<file path="config.mk">
export PLATFORM = sky130hd
export DESIGN_NAME = lms_train_ctrl
export DESIGN_NICKNAME = d
export VERILOG_FILES = /design/src/rtl/lms_train_ctrl_pkg.sv /design/src/rtl/lms_train_ctrl_err_window_avg.sv /design/src/rtl/lms_train_ctrl.sv
export SDC_FILE = /design/constraint.sdc
export NUM_CORES = 1
export LEC_CHECK = 0
export CAP_MARGIN = 10
export CORE_ASPECT_RATIO = 1.1
export CORE_MARGIN = 1
export CORE_UTILIZATION = 62
export CTS_CLUSTER_SIZE = 24
export DETAILED_ROUTE_END_ITERATION = 10
export PLACE_DENSITY = 0.84
export SYNTH_ARGS = -nofsm -noshare
export SYNTH_HDL_FRONTEND = slang
export SYNTH_SLANG_ARGS = --single-unit
</file>
<file path="constraint.sdc">
create_clock -name clk -period 9.7 [get_ports clk]
set_clock_uncertainty 0.2 [all_clocks]
set_input_delay 0.97 -clock clk [delete_from_list [all_inputs] [get_ports clk]]
set_output_delay 0.97 -clock clk [all_outputs]
set_load 0.02 [all_outputs]
</file>
<file path="src/rtl/lms_train_ctrl_pkg.sv">
// Shared types and helpers for the LMS training sequencer: state encoding,
// datapath widths and a saturating absolute value for the filter error.
package lms_train_ctrl_pkg;

    localparam int ERR_W = 12;
    localparam int X_W   = 8;
    localparam int MU_W  = 3;

    typedef enum logic [2:0] {
        ST_IDLE  = 3'd0,
        ST_FILL  = 3'd1,
        ST_TRAIN = 3'd2,
        ST_TRACK = 3'd3,
        ST_FAIL  = 3'd4
    } state_t;

    // -2048 has no positive twin in 12 bits, so it clamps to 2047.
    function automatic logic [ERR_W-1:0] sat_abs(input logic signed [ERR_W-1:0] v);
        if (v == {1'b1, {(ERR_W-1){1'b0}}})
            return {1'b0, {(ERR_W-1){1'b1}}};
        else if (v[ERR_W-1])
            return ERR_W'(-v);
        else
            return v;
    endfunction

endpackage

</file>
<file path="src/rtl/lms_train_ctrl_err_window_avg.sv">
// Windowed mean |err|: accumulates 2^WIN_LOG2 error magnitudes; done/mean are combinational
// on the closing sample, avg is registered at that edge. No backpressure (err is never stalled).
module lms_train_ctrl_err_window_avg
    import lms_train_ctrl_pkg::*;
#(
    parameter int WIN_LOG2 = 5
) (
    input  logic                    clk,
    input  logic                    rst,
    input  logic                    i_clr,
    input  logic                    i_en,
    input  logic signed [ERR_W-1:0] i_err,
    output logic                    o_win_done,
    output logic [ERR_W-1:0]        o_win_mean,
    output logic [ERR_W-1:0]        o_avg_err
);

    localparam int ACC_W = ERR_W + WIN_LOG2;

    logic [ACC_W-1:0]    r_acc;
    logic [WIN_LOG2-1:0] r_win_cnt;
    logic [ERR_W-1:0]    r_avg_err;
    logic [ERR_W-1:0]    w_abs;
    logic [ACC_W-1:0]    w_sum;

    assign w_abs      = sat_abs(i_err);
    assign w_sum      = r_acc + ACC_W'(w_abs);
    // Counter holding all-ones means the current sample closes the window.
    assign o_win_done = i_en && (r_win_cnt == '1);
    assign o_win_mean = w_sum[ACC_W-1:WIN_LOG2];
    assign o_avg_err  = r_avg_err;

    always_ff @(posedge clk) begin
        if (rst || i_clr) begin
            r_acc     <= '0;
            r_win_cnt <= '0;
        end else if (i_en) begin
            r_acc     <= o_win_done ? '0 : w_sum;
            r_win_cnt <= r_win_cnt + WIN_LOG2'(1);
        end
    end

    always_ff @(posedge clk) begin
        if (rst)
            r_avg_err <= '0;
        else if (!i_clr && o_win_done)
            r_avg_err <= o_win_mean;
    end

endmodule

</file>
<file path="src/rtl/lms_train_ctrl.sv">
// Training sequencer for the DA LMS filter: fill gating, step-size anneal, convergence/divergence/timeout.
// State changes one cycle after the deciding handshake; s_ready is state-only, adapt_en follows the handshake.
module lms_train_ctrl
    import lms_train_ctrl_pkg::*;
#(
    parameter int TAPS      = 16,
    parameter int WIN_LOG2  = 5,
    parameter int CONV_THR  = 64,
    parameter int DIV_THR   = 512,
    parameter int CONV_WINS = 2,
    parameter int MAX_TRAIN = 4096,
    parameter int MU_INIT   = 4,
    parameter int MU_MAX    = 7
) (
    input  logic                    clk,
    input  logic                    rst,
    input  logic                    start,
    input  logic                    abort,
    input  logic                    s_valid,
    output logic                    s_ready,
    output logic                    adapt_en,
    input  logic signed [ERR_W-1:0] err,
    input  logic                    err_vld,
    output logic [MU_W-1:0]         mu_shift,
    output logic [2:0]              state_o,
    output logic                    converged,
    output logic                    fail,
    output logic [ERR_W-1:0]        avg_err
);

    localparam int FILL_W  = $clog2(TAPS + 1);
    localparam int TRAIN_W = $clog2(MAX_TRAIN + 1);
    localparam int CONV_W  = $clog2(CONV_WINS + 1);

    state_t             r_state, w_state_nxt;
    logic [FILL_W-1:0]  r_fill_cnt, w_fill_nxt;
    logic [TRAIN_W-1:0] r_train_cnt, w_train_nxt;
    logic [CONV_W-1:0]  r_conv_cnt, w_conv_nxt;
    logic [MU_W-1:0]    r_mu, w_mu_nxt;

    logic             w_hs;
    logic             w_adapting;
    logic             w_restart;
    logic             w_clr;
    logic             w_win_done;
    logic [ERR_W-1:0] w_win_mean;

    assign s_ready    = (r_state == ST_FILL) || (r_state == ST_TRAIN) || (r_state == ST_TRACK);
    assign w_adapting = (r_state == ST_TRAIN) || (r_state == ST_TRACK);
    assign w_hs       = s_valid && s_ready;
    assign adapt_en   = w_hs && w_adapting;
    assign w_restart  = start && ((r_state == ST_IDLE) || (r_state == ST_FAIL));
    assign w_clr      = abort || w_restart;

    assign mu_shift   = r_mu;
    assign state_o    = r_state;
    assign converged  = (r_state == ST_TRACK);
    assign fail       = (r_state == ST_FAIL);

    lms_train_ctrl_err_window_avg #(
        .WIN_LOG2 (WIN_LOG2)
    ) u_win (
        .clk        (clk),
        .rst        (rst),
        .i_clr      (w_clr),
        .i_en       (err_vld && w_adapting),
        .i_err      (err),
        .o_win_done (w_win_done),
        .o_win_mean (w_win_mean),
        .o_avg_err  (avg_err)
    );

    always_ff @(posedge clk) begin
        if (rst) begin
            r_state     <= ST_IDLE;
            r_fill_cnt  <= '0;
            r_train_cnt <= '0;
            r_conv_cnt  <= '0;
            r_mu        <= MU_W'(MU_INIT);
        end else begin
            r_state     <= w_state_nxt;
            r_fill_cnt  <= w_fill_nxt;
            r_train_cnt <= w_train_nxt;
            r_conv_cnt  <= w_conv_nxt;
            r_mu        <= w_mu_nxt;
        end
    end

    always_comb begin
        w_state_nxt = r_state;
        w_fill_nxt  = r_fill_cnt;
        w_train_nxt = r_train_cnt;
        w_conv_nxt  = r_conv_cnt;
        w_mu_nxt    = r_mu;

        if (abort) begin
            w_state_nxt = ST_IDLE;
            w_fill_nxt  = '0;
            w_train_nxt = '0;
            w_conv_nxt  = '0;
            w_mu_nxt    = MU_W'(MU_INIT);
        end else if (w_restart) begin
            w_state_nxt = ST_FILL;
            w_fill_nxt  = '0;
            w_train_nxt = '0;
            w_conv_nxt  = '0;
            w_mu_nxt    = MU_W'(MU_INIT);
        end else begin
            case (r_state)
                ST_FILL: begin
                    if (w_hs) begin
                        w_fill_nxt = r_fill_cnt + FILL_W'(1);
                        if (r_fill_cnt == FILL_W'(TAPS - 1))
                            w_state_nxt = ST_TRAIN;
                    end
                end
                ST_TRAIN: begin
                    if (w_hs)
                        w_train_nxt = r_train_cnt + TRAIN_W'(1);
                    if (w_win_done) begin
                        if (w_win_mean < ERR_W'(CONV_THR)) begin
                            w_conv_nxt = r_conv_cnt + CONV_W'(1);
                            w_mu_nxt   = (r_mu >= MU_W'(MU_MAX)) ? MU_W'(MU_MAX) : r_mu + MU_W'(1);
                            if (r_conv_cnt == CONV_W'(CONV_WINS - 1))
                                w_state_nxt = ST_TRACK;
                        end else begin
                            w_conv_nxt = '0;
                        end
                    end
                    // A convergence exit on the same cycle beats the timeout.
                    if (w_state_nxt == ST_TRAIN && w_hs && r_train_cnt == TRAIN_W'(MAX_TRAIN - 1))
                        w_state_nxt = ST_FAIL;
                end
                ST_TRACK: begin
                    if (w_win_done && w_win_mean > ERR_W'(DIV_THR)) begin
                        w_state_nxt = ST_TRAIN;
                        w_mu_nxt    = MU_W'(MU_INIT);
                        w_conv_nxt  = '0;
                        w_train_nxt = '0;
                    end
                end
                default: ;
            endcase
        end
    end

endmodule

</file>
# [Word-level counts from Yosys, hierarchy flattened]
# Cells that the tools add are included.
[op_classes] eq_ne=19 add_sub_neg=7 muxes=27 n_reduce_logical=28 order_cmp=3
[op_table] operator="3-bit 2-to-1 mux" n=14
[op_table] operator="13-bit 2-to-1 mux" n=2
[op_table] operator="13-bit one-hot mux with 2 select lines" n=1
[op_table] operator="12-bit 2-to-1 mux" n=2
[op_table] operator="17-bit by 12-bit adder with 17-bit output" n=1
[op_table] operator="17-bit 2-to-1 mux" n=1
[op_table] operator="13-bit by 1-bit adder with 13-bit output, second input constant" n=1
[op_table] operator="13-bit by 12-bit equality test with 1-bit output, second input constant" n=1
[op_table] operator="12-bit equality test, second input constant" n=1
[op_table] operator="12-bit by 10-bit greater-than comparator with 1-bit output, second input constant" n=1
[op_table] operator="12-bit by 7-bit < comparator with 1-bit output, second input constant" n=1
[op_table] operator="12-bit negation" n=1
[op_table] operator="4-bit AND reduction" n=3
[op_table] operator="5-bit by 1-bit adder with 5-bit output, second input constant" n=2
[op_table] operator="3-bit by 2-bit equality test with 1-bit output, second input constant" n=3
[op_table] operator="1-bit logical AND" n=9
[op_table] operator="3-bit one-hot mux with 3 select lines" n=1
[op_table] operator="2-bit by 1-bit != test with 1-bit output, second input constant" n=4
[op_table] operator="1-bit logical OR" n=6
[op_table] operator="2-bit 2-to-1 mux" n=3
[op_table] operator="3-bit one-hot mux with 2 select lines" n=1
[op_table] operator="3-bit AND reduction" n=2
[op_table] operator="5-bit by 4-bit equality test with 1-bit output, second input constant" n=1
[op_table] operator="5-bit equality test, second input constant" n=1
[op_table] operator="20 further kinds" n=21
[totals] output_inout_bits=22 register_bits=60 in_bits=18 wordCells=93

# [Logic depth before layout (Yosys ltp)]
# Gate-level depths: netlist of the first run.
[depth] word_depth=16 ltp_mapped=17 ltp_nobuf=16

# [Modules after synthesis]
# A second synthesis of the first run with hierarchy kept.
[unflattened] hier_cells=457 area_unflattened_um2=3764.9
[modules_own_cells] mod="lms_train_ctrl_err_window_avg" area_each_um2=2378.5 seq_area_each_um2=680.7 cells_each=292 n_inst=1
[modules_own_cells] mod="lms_train_ctrl" area_each_um2=1386.3 seq_area_each_um2=520.5 cells_each=165 n_inst=1

# [Worst setup path before layout of the first run]
# No wires, ideal clock.
[synth_timing] path_kind="input -> register" start="in err[5]" end="reg r_mu[0], in the netlist mu_shift[0]" setup_slack_ns=5.005 n_path_buf=1 setup_ns=0.072 t_required_ns=9.428 stages=14 arrival_ns=4.423 cell_sequence="or4_1 > or3_1 > o311ai_0 > o21a_1 > ha_1 > buf_2 > nand3_1 > a2111oi_0 > a211oi_2 > xnor2_1 > nor3_4 > and4_1 > nor3_4 > mux2i_1"
[synth_via] elab_chain_cells=8 word_cells_on_any_way=11 cone_classes="add/sub: 2; order compare: 2; eq/ne: 3; mux: 2; reduce/logical: 2"
[synth_lines] item="start, declared" line_no="lms_train_ctrl.sv:22" source="input logic signed [ERR_W-1:0] err,"
[synth_lines] item="12-bit negation" line_no="lms_train_ctrl_pkg.sv:22" source="return ERR_W'(-v);"
[synth_lines] item="12-bit 2-to-1 mux" line_no="lms_train_ctrl_pkg.sv:21" source="else if (v[ERR_W-1])"
[synth_lines] item="12-bit 2-to-1 mux (*)" line_no="lms_train_ctrl_pkg.sv:19" source="if (v == {1'b1, {(ERR_W-1){1'b0}}})"
[synth_lines] item="17-bit by 12-bit adder with 17-bit output (*)" line_no="lms_train_ctrl_err_window_avg.sv:27" source="assign w_sum = r_acc + ACC_W'(w_abs);"
[synth_lines] item="12-bit by 10-bit greater-than comparator with 1-bit output" line_no="lms_train_ctrl.sv:135" source="if (w_win_done && w_win_mean > ERR_W'(DIV_THR)) begin"
[synth_lines] item="1-bit logical AND" line_no="lms_train_ctrl.sv:135"
[synth_lines] item="2-bit by 1-bit != test with 1-bit output (no line)"
[synth_lines] item="4-bit AND reduction (no line) (*)"
[synth_lines] item="end signal, assigned" line_no="lms_train_ctrl.sv:79" source="r_mu <= MU_W'(MU_INIT);"
[synth_lines] item="end signal, assigned" line_no="lms_train_ctrl.sv:85" source="r_mu <= w_mu_nxt;"
[synth_lines] item="end, declared" line_no="lms_train_ctrl.sv:39" source="logic [MU_W-1:0] r_mu, w_mu_nxt;"
# Mark *: on every way between the ends. The rest lies on a longest branch, timed or not.
# A chain may end at the register's enable or synchronous reset.

# [Worst setup path in the final report of the first run]
[layout_timing] start="in err[0]" end="reg r_train_cnt[9]"
[layout_via] elab_chain_cells=8 word_cells_on_any_way=9 cone_classes="add/sub: 2; order compare: 1; eq/ne: 2; mux: 2; reduce/logical: 2"
[layout_lines] item="12-bit negation" line_no="lms_train_ctrl_pkg.sv:22"
[layout_lines] item="12-bit 2-to-1 mux" line_no="lms_train_ctrl_pkg.sv:21"
[layout_lines] item="12-bit 2-to-1 mux (*)" line_no="lms_train_ctrl_pkg.sv:19"
[layout_lines] item="17-bit by 12-bit adder with 17-bit output (*)" line_no="lms_train_ctrl_err_window_avg.sv:27"
[layout_lines] item="12-bit by 10-bit greater-than comparator with 1-bit output (*)" line_no="lms_train_ctrl.sv:135"
[layout_lines] item="1-bit logical AND (*)" line_no="lms_train_ctrl.sv:135"
[layout_lines] item="2-bit by 1-bit != test with 1-bit output (no line) (*)"
[layout_lines] item="3-bit AND reduction (no line) (*)"
[layout_lines] item="end signal, assigned" line_no="lms_train_ctrl.sv:83" source="r_train_cnt <= w_train_nxt;"
[layout_lines] item="end, declared" line_no="lms_train_ctrl.sv:37" source="logic [TRAIN_W-1:0] r_train_cnt, w_train_nxt;"
# Marked as above.

==> results.tsv, run 1 <==
metric	value	unit
status	finished clean	
cp_slowest_cell	a311oi_1	
fmax	185	MHz
dr.pass1.iters	5	
min_period	5.41	ns
finalSetupTns	0	ns
ys.flop_type	dfxtp_1	
synth.area.top_cells	dfxtp_1 (32%), ha_1 (7.9%), nand2_1 (6.8%)	
whs_endpoint	u_win.o_avg_err[2]	
max_stage_delay	0.63	ns
crit_required	9.72	ns
fillers	460	
dieArea	6450	um2
tritoncts	built	
pre_cts_ws	4.03	ns
grt_pass1_vias	3293	
hpwl	6630	um
setup_viol	0	
die_width	76.6	um
final.period_utilization	55.8	%
peakVddDrop	80.1	uV
power_density	119	nW/um2
grt_antenna_before_repair	0	
yosysMostFrequentCell	nand2_1	
grt_pass1_wl	15100	um
core_area	5840	um2
cts_hold_buf	0	
post_cts_buffers	0	
drv_slew	0	
antenna_left	0	
critPathBufInv	2	
gr-total-overflow	0	
yosys_warnings	0	
track_usage	29.1	%
crit_chain	clkdlybuf4s50_1 > inv_1 > ha_1 > nand2b_1 > nor3_1 > nand2_1 > nand2_1 > ha_1 > fa_1 > a211o_1 > a21oi_1 > nor3_1 > a311oi_1 > nor3_4 > a31o_2 > o21ai_2 > nor2_1	
maxCapViolations	0	
clk_pin_slew_worst_paths	0.08	ns
ys_ff_latch	60	
holdCritPathClass	reg2reg	
clk_path_buf_depth	2	
p_leak	0.00168	uW
num_vias	3533	
drc	0	
clk_latency	0.34	ns
worst_slack	4.29	ns
slew_headroom	25.1	%
ios	40	
globalplace.congestion	0.985	
worst_pin_slew	1.12	ns
synth_cell_types	56	
yosys.area.top_type	dfxtp_1	
synthCells	478	
cts_resized	0	
regToRegEndpoint	r_train_cnt[9]	
hp-start	u_win.o_avg_err[2]	
start_util	65.0	%
ff2ff_path_depth	10	
synth_top_area_share	31.6	%
rows	29	
rsz0062_at_grt	false	
r2r_start	u_win.r_acc[0]	
area_growth	15.8	%
syn_avg_cell_area	7.95	um2
synth_seq_area_share	31.6	%
wirelength	8870	um
endpoint_kind	register	
path_delay_family	compound AO/OA/AOI/OAI gates	
die_h	84.1	um
reg2reg_slack	5.91	ns
cts-root-buf	clkbuf_8	
crit_fanout	11	
cts_buffers	9	
syn_nets	521	
clock_sinks	60	
synth-edff-count	0	
critPathLaunch	err[0]	
netlist_top_cells_count	nand2_1 (69), dfxtp_1 (60), nor2_1 (53)	
drive_above_1_share	4.88	%
hold_viol	0	
min_path_cells	2	
synth-async-reset-ratio	0	%
drt_iter0_drc	226	
htreeDepth	3	
crit_path_start_kind	input port	
port_buffers	39	
wl_per_cell	15.1	um
hold_ws	0.256	ns
viasPerCell	6.00	
critical_path_class	in2reg	
nets	550	
grt_max_degree	34	
antenna_cells	0	
crit_arrival	5.43	ns
syn-cell-area	3800	um2
[worst min-delay path: cells and delay by family (launching register included)]
family,cells,cell delay [ns]
AO/OA/AOI/OAI,1,0.05
flip-flops,1,0.31
AND/OR/NAND/NOR,1,0.05
[cell families (layout without fill, tap and decap cells)]
family	count (synthesis)	in the layout	synth area share, %
compound gates	115	115	21.0
mux	8	8	2.11
fa+ha+maj	25	25	8.43
simple gates	205	205	25.9
flops	60	60	31.6
buf+inv	32	66	3.36
xor+xnor	33	33	7.61
[state kept, by name (all words and copies together), names as in the netlist]
name	cells
r_train_cnt	13
state_o	3
u_win.r_acc	17
u_win.o_avg_err	12
r_conv_cnt	2
u_win.r_win_cnt	5
r_fill_cnt	5
mu_shift	3
[per-stage QoR]
step / cell area, um2 / std cells / utilization [%] / total power (uW)
finish: 4400 / 589 / 75.3 / 525
global route: 4400 / 589 / 75.3 / 547
CTS: 4400 / 589 / 75.3 / 528
detailed placement: 4200 / 573 / 71.9 / 306
global placement: 4200 / 573 / 71.9 / 305
floorplan: 3800 / 478 / - / 287
[worst max path at each step]
stage / end / slack [ns] / cells past startpoint
6_report: r_train_cnt[9] / 4.29 / 17
4_1_cts: r_train_cnt[8] / 4.36 / 14
3_3_place_gp: r_train_cnt[8] / 4.08 / 14
3_5_place_dp: r_conv_cnt[1] / 4.03 / 17
5_1_grt: r_conv_cnt[1] / 3.90 / 17
2_1_floorplan: mu_shift[0] / 5.01 / 14
[per-layer routing]
layer / vias to the layer above / GRT usage [%] / wire length, um
met5: - / 0 / 0
met4: 0 / 11.4 / 147
met3: 13 / 5.68 / 416
met2: 99 / 49.1 / 4300
met1: 1638 / 36.5 / 4000
li1: 1783 / - / -
[area by class of cell]
| class | instances | area (um2) | area share (%) |
|---|---|---|---|
| well taps | 77 | 96.3 | 2.19 |
| clock buffers | 9 | 124 | 2.82 |
| clock inverters | 7 | 75.1 | 1.71 |
| repair buffers | 39 | 390 | 8.87 |
| flip-flops and latches | 60 | 1200 | 27.3 |
| inverters | 11 | 41.3 | 0.939 |
| multi-input cells | 386 | 2470 | 56.2 |
[power by group]
group	switching, uW	internal [uW]	total [uW]
clock network	105	120	224
registers	0.639	246	247
logic	32.2	21.5	53.7
[layout by cell type, fill, tap and decap left out, drive strengths merged, types with 14 or more instances in the layout]
cell,count
a21oi,34
and3,14
clkdlybuf4s50,39
dfxtp,60
ha,24
nand2,69
nor2,53
nor3,19
xnor2,16
xor2,17
(Power assumes the default switching activity.)
==> inputs of run 2 (changes only) <==
--- a/config.mk
+++ b/config.mk
@@ -8,10 +8,10 @@
 export CAP_MARGIN = 10
 export CORE_ASPECT_RATIO = 1.1
 export CORE_MARGIN = 1
-export CORE_UTILIZATION = 62
+export CORE_UTILIZATION = 52
 export CTS_CLUSTER_SIZE = 24
 export DETAILED_ROUTE_END_ITERATION = 10
-export PLACE_DENSITY = 0.84
+export PLACE_DENSITY = 0.75
 export SYNTH_ARGS = -nofsm -noshare
 export SYNTH_HDL_FRONTEND = slang
 export SYNTH_SLANG_ARGS = --single-unit
==> constraint.sdc (replaced) <==
create_clock -name clk -period 4.4 [get_ports clk]
set_clock_uncertainty 0.2 [all_clocks]
set_input_delay 0.44 -clock clk [delete_from_list [all_inputs] [get_ports clk]]
set_output_delay 0.44 -clock clk [all_outputs]
set_load 0.02 [all_outputs]
==> results.tsv, run 2 (synthesis results as in run 1) <==
metric	value	unit	change
crit_required	4.47	ns	-5.25 ns
critical_path_class	in2reg		
drv_slew	0		unchanged
num_vias	3938		+11%
port_buffers	39		unchanged
track_usage	26.8	%	-2.3 points
grt_antenna_before_repair	0		unchanged
grt_pass1_vias	3789		+15%
grt_pass1_wl	16600	um	+11%
multiInputGateArea	2620	um2	+6.0%
max_stage_delay	0.61	ns	-0.02 ns
tritoncts	built		
die_h	91.7	um	+9.0%
final.period_utilization	97.1	%	
dieArea	7650	um2	+19%
crit_arrival	4.34	ns	-1.09 ns
peakVddDrop	246	uV	+210%
clock_sinks	60		unchanged
clk_latency	0.35	ns	about the same
min_period	4.27	ns	
drt_iter0_drc	186		-18%
stdcell_count	667		+13%
final_core_utilization	72.7	%	-2.6 points
cts_hold_buf	0		unchanged
path_delay_family	compound AO/OA/AOI/OAI gates		
dpl_cell_area	4730	um2	+13%
critPathBufInv	3		+1
globalplace.congestion	0.847		-14%
crit_chain	clkdlybuf4s50_1 > or4_4 > o41ai_4 > xor2_1 > nand2_1 > buf_4 > ha_1 > a21oi_1 > o21a_1 > o21ai_1 > xor2_1 > nor4b_1 > buf_4 > a31o_2 > o21ai_0 > a211oi_1		
crit_fanout	5		-6
fmax	234	MHz	
fillers	539		+17%
largest_reg_flops	17		unchanged
fin_area	5120	um2	+16%
ios	40		unchanged
worst_pin_slew	1.20	ns	+0.0801 ns
grt_max_degree	34		unchanged
area_growth	34.8	%	
cts-root-buf	clkbuf_8		
endpoint_kind	register		
hpwl	7270	um	+9.6%
maxCapViolations	0		unchanged
drc	0		unchanged
p_leak	0.00209	uW	+24%
rows	32		+10%
dr.pass1.iters	5		unchanged
start_util	53.9	%	-11 points
status	finished clean		
cp_slowest_cell	or4_4		
die_width	83.5	um	+9.0%
seqCellArea	1200	um2	unchanged
viasPerCell	5.90		-1.6%
slew_headroom	19.7	%	-5.3 points
wl_per_cell	15.5	um	+3.2%
power_density	255	nW/um2	+110%
largest_register	u_win.r_acc		
final_common_cell	buf_4		
final_cell_mix	buf_4 (70), nand2_1 (69), dfxtp_1 (60)		
placedCellCount	650		+13%
crit_path_start_kind	input port		
clk_path_buf_depth	2		unchanged
wirelength	10400	um	+17%
cts_buffers	9		unchanged
nets	621		+13%
hold_viol	0		unchanged
antenna_cells	0		unchanged
setup_viol	0		unchanged
gr-total-overflow	0		unchanged
drive_above_1_share	19.6	%	+15 points
core_area	7050	um2	+21%
htreeDepth	3		unchanged
holdCritPathClass	reg2reg		
clk_pin_slew_worst_paths	0.07	ns	about the same
antenna_left	0		unchanged
[run 2: metal layers]
| layer | wire length, um | GRT usage [%] |
|---|---|---|
| met1 | 4380 | 31.2 |
| met2 | 5210 | 47.5 |
| met3 | 488 | 6.21 |
| met4 | 287 | 11.2 |
| met5 | 0 | 0 |
[run 2: metrics by stage]
step                power (uW)  TNS, ns  worst slack (ns)  hold slack (ns)
floorplan                  633        0             0.235            0.235
global placement           709    -6.26            -0.344            0.241
detailed placement         712    -9.30            -0.514            0.250
CTS                       1300        0            0.0323            0.260
global route              1350   -0.144           -0.0577            0.281
finish                    1310        0             0.128            0.258
[run 2: final timing paths]
kind | to | slack (ns) | from | cells after the start
setup / recovery | state_o[0] | 0.13 | err[4] | 16
hold / removal | u_win.o_avg_err[1] | 0.26 | u_win.o_avg_err[1] | 2
setup reg to reg | state_o[0] | 1.21 | u_win.r_acc[0] | 11
hold reg to reg | u_win.o_avg_err[1] | 0.26 | u_win.o_avg_err[1] | 2
[run 2: power breakdown]
part | total (uW) | switching (uW) | internal (uW)
sequential | 545 | 1.28 | 543
combinational | 167 | 84.6 | 82.6
clock | 596 | 232 | 363
[run 2: area by class of cell]
type / count / area share (%)
multi-input cells: 386 / 51.1
flip-flops and latches: 60 / 23.4
repair buffers: 110 / 18.0
clock buffers: 12 / 3.22
well taps: 85 / 2.08
clock inverters: 3 / 1.34
inverters: 11 / 0.806
[run 2: repair_timing]
action	4_1_cts	5_1_grt
resized for setup	5	23
setup endpoints to repair	19	20
buffers inserted	0	1
pin swaps	0	8
[run 2: worst register-to-register path: stages (launching register included)]
cell and delay [ns]:
dfxtp_1 0.32, ha_1 0.23, fa_1 0.40, a211o_1 0.36
a21o_1 0.25, nor3_2 0.21, o22ai_1 0.11, nor4b_1 0.30
buf_4 0.18, a31o_2 0.22, o21ai_0 0.12, a211oi_1 0.21
